`config.mk`:
```
export PLATFORM = sky130hd
export DESIGN_NAME = wb_port_arbiter
export DESIGN_NICKNAME = d
export VERILOG_FILES = /design/src/rtl/wb_port_arbiter.sv
export SDC_FILE = /design/constraint.sdc
export NUM_CORES = 1
export LEC_CHECK = 0
export CAP_MARGIN = 25
export CELL_PAD_IN_SITES_DETAIL_PLACEMENT = 1
export CELL_PAD_IN_SITES_GLOBAL_PLACEMENT = 2
export CORE_MARGIN = 2
export CORE_UTILIZATION = 38
export CTS_CLUSTER_DIAMETER = 60
export DETAILED_ROUTE_END_ITERATION = 12
export HOLD_SLACK_MARGIN = 0.02
export PLACE_DENSITY_LB_ADDON = 0.2
export RECOVER_POWER = 50
export SYNTH_ARGS = -nofsm -noshare
export SYNTH_HDL_FRONTEND = slang
export SYNTH_SLANG_ARGS = --single-unit
export TNS_END_PERCENT = 100
```
`constraint.sdc`:
```
create_clock -name clk -period 9 [get_ports clk]
set_input_delay 2.25 -clock clk [delete_from_list [all_inputs] [get_ports clk]]
set_output_delay 2.25 -clock clk [all_outputs]
set_load 0.05 [all_outputs]
```
`src/rtl/wb_port_arbiter.sv`:
```
`default_nettype none
// ============================================================================
// Module      : wb_port_arbiter
// Description : Shares the single register-file write port between the
//               in-order writeback stage and a long-latency unit. Long-latency
//               results are buffered in a small FIFO and drain into cycles the
//               writeback stage leaves idle. A starvation guard stalls
//               writeback for one cycle once the FIFO head has waited MAXWAIT
//               cycles. Pending FIFO destinations are exposed to the hazard
//               unit through q_hit.
// Ports       : clk, rst_n                       clock, async active-low reset
//               wb_regwr/rw/busW/fpoint, wb_ready writeback request + hold
//               ll_valid/rw/data/fpoint, ll_ready long-latency result offer
//               q_rw, q_fpoint, q_hit             hazard destination query
//               rf_we/rw/busW/fpoint              registered write port
// Revision    : 1.0 - initial release
// ============================================================================
module wb_port_arbiter #(
  parameter int DEPTH   = 2,
  parameter int MAXWAIT = 4
) (
  input  logic        clk,
  input  logic        rst_n,
  input  logic        wb_regwr,
  input  logic [4:0]  wb_rw,
  input  logic [31:0] wb_busW,
  input  logic [1:0]  wb_fpoint,
  output logic        wb_ready,
  input  logic        ll_valid,
  input  logic [4:0]  ll_rw,
  input  logic [31:0] ll_data,
  input  logic [1:0]  ll_fpoint,
  output logic        ll_ready,
  input  logic [4:0]  q_rw,
  input  logic [1:0]  q_fpoint,
  output logic        q_hit,
  output logic        rf_we,
  output logic [4:0]  rf_rw,
  output logic [31:0] rf_busW,
  output logic [1:0]  rf_fpoint
);

  localparam int c_aw = $clog2(DEPTH);
  localparam int c_ww = $clog2(MAXWAIT + 1);

  typedef enum logic [1:0] {
    S_IDLE  = 2'd0,
    S_PEND  = 2'd1,
    S_FORCE = 2'd2
  } state_t;

  state_t              state_q, state_d;
  logic [c_ww-1:0]     wait_q, wait_d;
  logic [c_aw:0]       count_q, count_d;
  logic [c_aw-1:0]     wr_ptr_q, rd_ptr_q;

  logic [4:0]          mem_rw_q   [DEPTH];
  logic [31:0]         mem_data_q [DEPTH];
  logic [1:0]          mem_fp_q   [DEPTH];

  logic                w_push, w_pop;
  logic                w_win_valid;
  logic [4:0]          w_win_rw;
  logic [1:0]          w_win_fp;
  logic [31:0]         w_win_data;
  logic [c_ww-1:0]     w_wait_inc;
  logic [DEPTH-1:0]    w_hit_vec;

  // No bypass: a full FIFO refuses even when the head pops this cycle.
  assign ll_ready   = (count_q < (c_aw+1)'(DEPTH));
  assign w_push     = ll_valid && ll_ready;
  assign w_wait_inc = wait_q + c_ww'(1);

  always_comb begin
    state_d     = state_q;
    wait_d      = wait_q;
    w_pop       = 1'b0;
    wb_ready    = 1'b1;
    w_win_valid = 1'b0;
    w_win_rw    = wb_rw;
    w_win_fp    = wb_fpoint;
    w_win_data  = wb_busW;
    count_d     = count_q;

    case (state_q)
      S_IDLE: begin
        w_win_valid = wb_regwr;
        if (w_push) begin
          state_d = S_PEND;
          wait_d  = '0;
        end
      end
      S_PEND: begin
        if (!wb_regwr) begin
          w_pop = 1'b1;
        end else begin
          w_win_valid = 1'b1;
          wait_d      = w_wait_inc;
          if (w_wait_inc == c_ww'(MAXWAIT)) begin
            state_d = S_FORCE;
          end
        end
      end
      S_FORCE: begin
        wb_ready = 1'b0;
        w_pop    = 1'b1;
      end
      default: begin
        state_d = S_IDLE;
        wait_d  = '0;
      end
    endcase

    if (w_push && !w_pop) begin
      count_d = count_q + (c_aw+1)'(1);
    end else if (!w_push && w_pop) begin
      count_d = count_q - (c_aw+1)'(1);
    end

    // Any pop hands the port to the FIFO head and restarts its wait window.
    if (w_pop) begin
      w_win_valid = 1'b1;
      w_win_rw    = mem_rw_q[rd_ptr_q];
      w_win_fp    = mem_fp_q[rd_ptr_q];
      w_win_data  = mem_data_q[rd_ptr_q];
      wait_d      = '0;
      state_d     = (count_d == '0) ? S_IDLE : S_PEND;
    end
  end

  always_ff @(posedge clk or negedge rst_n) begin
    if (!rst_n) begin
      state_q  <= S_IDLE;
      wait_q   <= '0;
      count_q  <= '0;
      wr_ptr_q <= '0;
      rd_ptr_q <= '0;
    end else begin
      state_q  <= state_d;
      wait_q   <= wait_d;
      count_q  <= count_d;
      if (w_push) wr_ptr_q <= wr_ptr_q + c_aw'(1);
      if (w_pop)  rd_ptr_q <= rd_ptr_q + c_aw'(1);
    end
  end

  // Storage needs no reset: occupancy is tracked by count_q and the pointers.
  always_ff @(posedge clk) begin
    if (w_push) begin
      mem_rw_q[wr_ptr_q]   <= ll_rw;
      mem_fp_q[wr_ptr_q]   <= ll_fpoint;
      mem_data_q[wr_ptr_q] <= ll_data;
    end
  end

  // An entry is live when its distance from the read pointer is below count.
  generate
    for (genvar i = 0; i < DEPTH; i++) begin : g_entry
      logic [c_aw-1:0] w_offs;
      assign w_offs       = c_aw'(i) - rd_ptr_q;
      assign w_hit_vec[i] = ({1'b0, w_offs} < count_q) &&
                            (mem_rw_q[i] == q_rw) &&
                            ((mem_fp_q[i] != 2'd0) == (q_fpoint != 2'd0));
    end
  endgenerate

  assign q_hit = |w_hit_vec;

  // Integer r0 is hard-wired: its slot is consumed but the enable is dropped.
  always_ff @(posedge clk or negedge rst_n) begin
    if (!rst_n) begin
      rf_we     <= 1'b0;
      rf_rw     <= '0;
      rf_busW   <= '0;
      rf_fpoint <= '0;
    end else begin
      rf_we <= w_win_valid && !((w_win_rw == 5'd0) && (w_win_fp == 2'd0));
      if (w_win_valid) begin
        rf_rw     <= w_win_rw;
        rf_busW   <= w_win_data;
        rf_fpoint <= w_win_fp;
      end
    end
  end

endmodule
`default_nettype wire

```
# --- Word-level counts from Yosys, hierarchy flattened ---
# Memory sizes are Yosys's and may differ from the RTL's.
# Index checks and enable logic that the tools add are counted.
op_classes:
  n_reduce_logical: 22
  order_cmp: 3
  muxes: 23
  eq_ne: 11
  add_sub_neg: 7
op_table:
  columns: ["operator", "count"]
  rows:
  - ["$mux 32", 1]
  - ["$mux 2", 7]
  - ["$eq 5x5->1", 2]
  - ["$logic_and 1x1->1", 9]
  - ["$mux 3", 3]
  - ["$ne 3x3->1 const B", 3]
  - ["$pmux 3 s3", 1]
  - ["$mux 1", 7]
  - ["$logic_not 2->1", 3]
  - ["$pmux 2 s3", 1]
  - ["$reduce_bool 2->1", 3]
  - ["$logic_not 5->1", 1]
  - ["$mux 5", 1]
  - ["$lt 1x2->1", 2]
  - ["$pmux 1 s2", 2]
  - ["$reduce_and 4->1", 1]
  - ["$add 3x1->3 const B", 1]
  - ["$eq 3x3->1 const B", 1]
  - ["$logic_not 1->1", 3]
  - ["$reduce_and 3->1", 1]
  - ["$add 1x1->1 const B", 2]
  - ["$add 2x1->2 const B", 1]
  - ["$eq 1x1->1", 2]
  - ["$eq 2x1->1 const B", 1]
  - ["6 further kinds", 7]
totals:
  ram_bits: 78
  memories: 3
  reg_bits: 49
mem_list:
  columns: ["memory", "words", "width", "read_ports", "rd_ports_with_merged_regs", "wr", "line_no", "source"]
  rows:
  - ["mem_data_q", 2, 32, 1, 0, 1, "58", "logic [31:0] mem_data_q [DEPTH];"]
  - ["mem_rw_q", 2, 5, 3, 0, 1, "57", "logic [4:0] mem_rw_q [DEPTH];"]
  - ["mem_fp_q", 2, 2, 3, 0, 1, "59", "logic [1:0] mem_fp_q [DEPTH];"]

# --- Longest topological paths before layout ---
depth:
  ltp_word: 9
  mapped_depth: 7
  depth_no_buf: 6

# --- Worst setup path after synthesis ---
# No wires, ideal clock.
synth_path:
  path_type: "input port to output port"
  startpoint: "input q_fpoint[1]"
  endpoint: "output q_hit"
  stages: 4
  t_arrival_ps: 3716
  required_ps: 6750
  n_path_buf: 0
  setup_slack_ps: 3034
  cell_sequence: "nor2_1 -> xnor2_1 -> nand3_1 -> o21ai_0"
synth_between:
  elab_chain_len: 4
  word_cells_on_any_way: 6
  cone_classes: "2 x eq/ne; 4 x reduce/logical"
synth_rtl:
  columns: ["item", "line_no", "source"]
  rows:
  - ["start: declaration", "35", "input logic [1:0] q_fpoint,"]
  - ["$reduce_bool 2->1 *", "163", "((mem_fp_q[i] != 2'd0) == (q_fpoint != 2'd0));"]
  - ["$eq 1x1->1", "163", null]
  - ["$logic_and 1x1->1", "162", "(mem_rw_q[i] == q_rw) &&"]
  - ["$reduce_or 2->1 *", "167", "assign q_hit = |w_hit_vec;"]
  - ["end: declaration", "36", "output logic q_hit,"]
# Mark *: on every way between the ends. The rest lies on a longest branch, timed or not.

# --- Final worst setup path ---
layout_path:
  startpoint: "input q_rw[4]"
  endpoint: "output q_hit"
layout_between:
  elab_chain_len: 4
  word_cells_on_any_way: 7
  cone_classes: "2 x eq/ne; 5 x reduce/logical"
layout_rtl:
  columns: ["item", "line_no", "source"]
  rows:
  - ["start: declaration", "34", "input logic [4:0] q_rw,"]
  - ["$eq 5x5->1", "162", null]
  - ["$logic_and 1x1->1", "161", "assign w_hit_vec[i] = ({1'b0, w_offs} < count_q) &&"]
  - ["$logic_and 1x1->1", "162", null]
  - ["$reduce_or 2->1 *", "167", null]
# Marked as above.

==> results.yml <==
run_status:
  status: "complete, but fails checks"
  failed_checks: "max-capacitance violations, max-slew violations"
sta:
  rsz0062_at_grt: "false"
  hold_violations: 0
  slew_headroom: -1.02
  worst_pin_slew_ns: 3.03
  finalSetupTns_ns: 0
  worst_clock_skew_ns: 0.00631
  setup_viol: 0
  fmax_mhz: 148
  whs_ns: 0.507
  slew_viol_final: 83
  fin_crit_ns: 6.77
  period_share: 0.753
  fin_ws_ns: 2.23
critical_path:
  critPathSlowestCell: "clkdlybuf4s50_1"
  crit_path_frequent_cell: "clkdlybuf4s50_1"
  arrival_ns: 4.52
  crit_fanout: 2
  crit_required_ns: 6.75
  max_stage_delay_ns: 0.82
  startpoint_type: "input port"
  end_kind: "primary output"
  critPathKind: "input port to primary output"
  path_cells: "clkdlybuf4s50_1 > xnor2_1 > nand4_1 > or4_1 > o21ai_0 > clkdlybuf4s50_1"
grt:
  antenna_found_initial: 2
  grt_pass1_wl_um: 20800
  grt_pass1_vias: 3777
  overflow: 0
  grt_max_degree: 50
  grt_usage: 0.174
yosys:
  yosysUniqueCellTypes: 38
  yosysSeqAreaShare: 0.632
  synth_fp_nets: 429
  avgSynthCellArea_um2: 16.9
  synth_seq_cells: 127
  netlist_area_um2: 5650
  synth_warnings: 0
  syn_inst: 335
routing:
  drt_iter0_markers: 127
  ant_nets: 0
  wl_per_cell_um: 19.5
  route.detailed.drc: 0
  vias: 3347
  firstDrtPassIters: 4
  viasPerCell: 4.98
  wl_um: 13100
floorplanning:
  die-width_um: 126
  rows: 44
  core_area_um2: 14500
  start_util: 0.389
  die_y_um: 126
  io_pins: 132
  dieArea_um2: 15900
pwr:
  p_int_mw: 1.42
  power_density_nw_per_um2: 258
  p_seq_frac: 0.353
  ir_worst_vdd_mv: 0.145
  clkPwrFrac: 0.378
  switching_share: 0.292
  switchingPower_uw: 587
  combPwrFrac: 0.268
  p_leak_nw: 2.88
layout:
  syn2layout_area_growth_pct: 37.9
  layout_commonest_cell: "clkdlybuf4s50_1"
  fin_nets: 568
  drive_above_1_share: 0.308
  layout_common_cells: "clkdlybuf4s50_1 (90), edfxtp_1 (78), mux2_2 (77)"
place:
  hpwl_um: 8560
  gp_congestion: 0.809
  preCtsSetupSlack_ns: 2.21
  numPortBuffers: 131
cts:
  root_buffer: "clkbuf_16"
  cts_tree: "yes"
  cts_made_buffers: 17
  cts.sinks: 127
  post_cts_buffers: 0
  cts_max_level: 4
  hold_buffers: 0
  clock_latency_ns: 0.41
  cts-resized-gates: 0
  path_clk_slew_ns: 0.06
  clockBufferDepth: 2
run:
  max-cap-violations: 2
hold_path:
  hold_path_class: "flop to flop"
## synth_stat cells
master / number / area (µm²)
a41oi_1: 1 / 8.76
a211o_1: 1 / 8.76
nor4_1: 4 / 25.0
and3_1: 2 / 12.5
nor2b_1: 1 / 6.26
or2_2: 1 / 6.26
nor2_1: 6 / 22.5
nor3_1: 1 / 5.00
a21oi_1: 2 / 10.0
a211oi_2: 1 / 12.5
nand4_1: 1 / 6.26
dfrtp_1: 49 / 1230
nand2_1: 3 / 11.3
xnor2_1: 14 / 123
a32o_1: 2 / 20.0
edfxtp_1: 78 / 2340
or4_1: 2 / 15.0
mux2i_1: 5 / 50.1
nand3_1: 4 / 20.0
ha_1: 5 / 62.6
a31oi_1: 1 / 6.26
buf_2: 9 / 45.0
a221o_1: 1 / 10.0
o21a_4: 1 / 15.0
a21o_1: 1 / 7.51
clkbuf_1: 2 / 7.51
o32ai_1: 1 / 8.76
buf_6: 5 / 56.3
and2b_4: 1 / 10.0
mux2_2: 77 / 867
o21ai_2: 1 / 8.76
xor2_1: 4 / 35.0
inv_1: 6 / 22.5
nand2b_1: 1 / 6.26
mux2_4: 30 / 450
mux2_1: 6 / 67.6
o2111ai_1: 1 / 8.76
o21ai_0: 4 / 20.0
## critical path, delay by kind of cell
family                 cells  cell delay (ns)
buffers and inverters      2             1.36
AND/OR/NAND/NOR            2             0.67
XOR/XNOR                   1             0.15
AO/OA/AOI/OAI              1             0.10
## layout make-up
| type | count | area, µm² |
|---|---|---|
| repair buffers | 136 | 1350 |
| clock inverters | 13 | 209 |
| inverters | 6 | 22.5 |
| well taps | 184 | 230 |
| fillers | 1430 | 6750 |
| diodes | 1 | 2.50 |
| flip-flops and latches | 127 | 3570 |
| multi-input cells | 186 | 1950 |
| clock buffers | 19 | 453 |
## power groups by stage
| stage | Combinational, mW | Sequential, mW | Clock, mW |
|---|---|---|---|
| 3_5_place_dp | 0.549 | 0.722 | 0 |
| 5_1_grt | 0.572 | 0.719 | 0.803 |
| 6_report | 0.540 | 0.710 | 0.761 |
| 3_3_place_gp | 0.540 | 0.718 | 0 |
| 2_1_floorplan | 0.217 | 0.866 | 0 |
| 4_1_cts | 0.553 | 0.712 | 0.780 |
## through the flow
stage                     cell area [µm²]   util  power (mW)  instances
final                                7790  0.536        2.01        672
after global routing                 7790  0.536        2.09        672
after CTS                            7790  0.536        2.04        670
after detailed placement             7130  0.491        1.27        638
after global placement               7110  0.489        1.26        637
after floorplan                      5650      -        1.08        335
## state kept, by name, summed over array words and instances, names as in the netlist, 2 cells and up
signal and flops:
mem_rw_q 10, rf_rw 5, state_q 2, wait_q 3, rf_busW 32, count_q 2
mem_fp_q 4, mem_data_q 64, rf_fpoint 2
## kinds of logic (layout without fill, tap and decap cells)
kind of cell,count (synthesis),after routing,synth area share
simple gates,27,27,0.0259
flops,127,127,0.632
buf+inv,22,174,0.0233
fa+ha+maj,5,5,0.0111
other cells,0,1,0
compound gates,18,18,0.0257
mux,118,118,0.254
xor+xnor,18,18,0.0279
## path summary, 6_finish.rpt
path,startpoint,slack (ns),cells after the start,endpoint
worst max-delay path,q_rw[4],2.23,6,q_hit
worst min-delay path,rf_busW[11],0.51,1,rf_busW[11]
worst max register to register,state_q[1],5.68,7,rf_rw[0]
worst min register to register,rf_busW[11],0.51,1,rf_busW[11]
max in group asynchronous,rst_n,4.14,2,rd_ptr_q
min in group asynchronous,rst_n,2.93,2,count_q[0]
## per-layer routing
metal	part of all wire	routed length, µm	global-route usage
met5	0.0012	16	0
met4	0.0091	119	0.0575
met3	0.056	737	0.0624
met2	0.51	6630	0.284
met1	0.43	5580	0.216
Power figures use the tool's default switching activity.
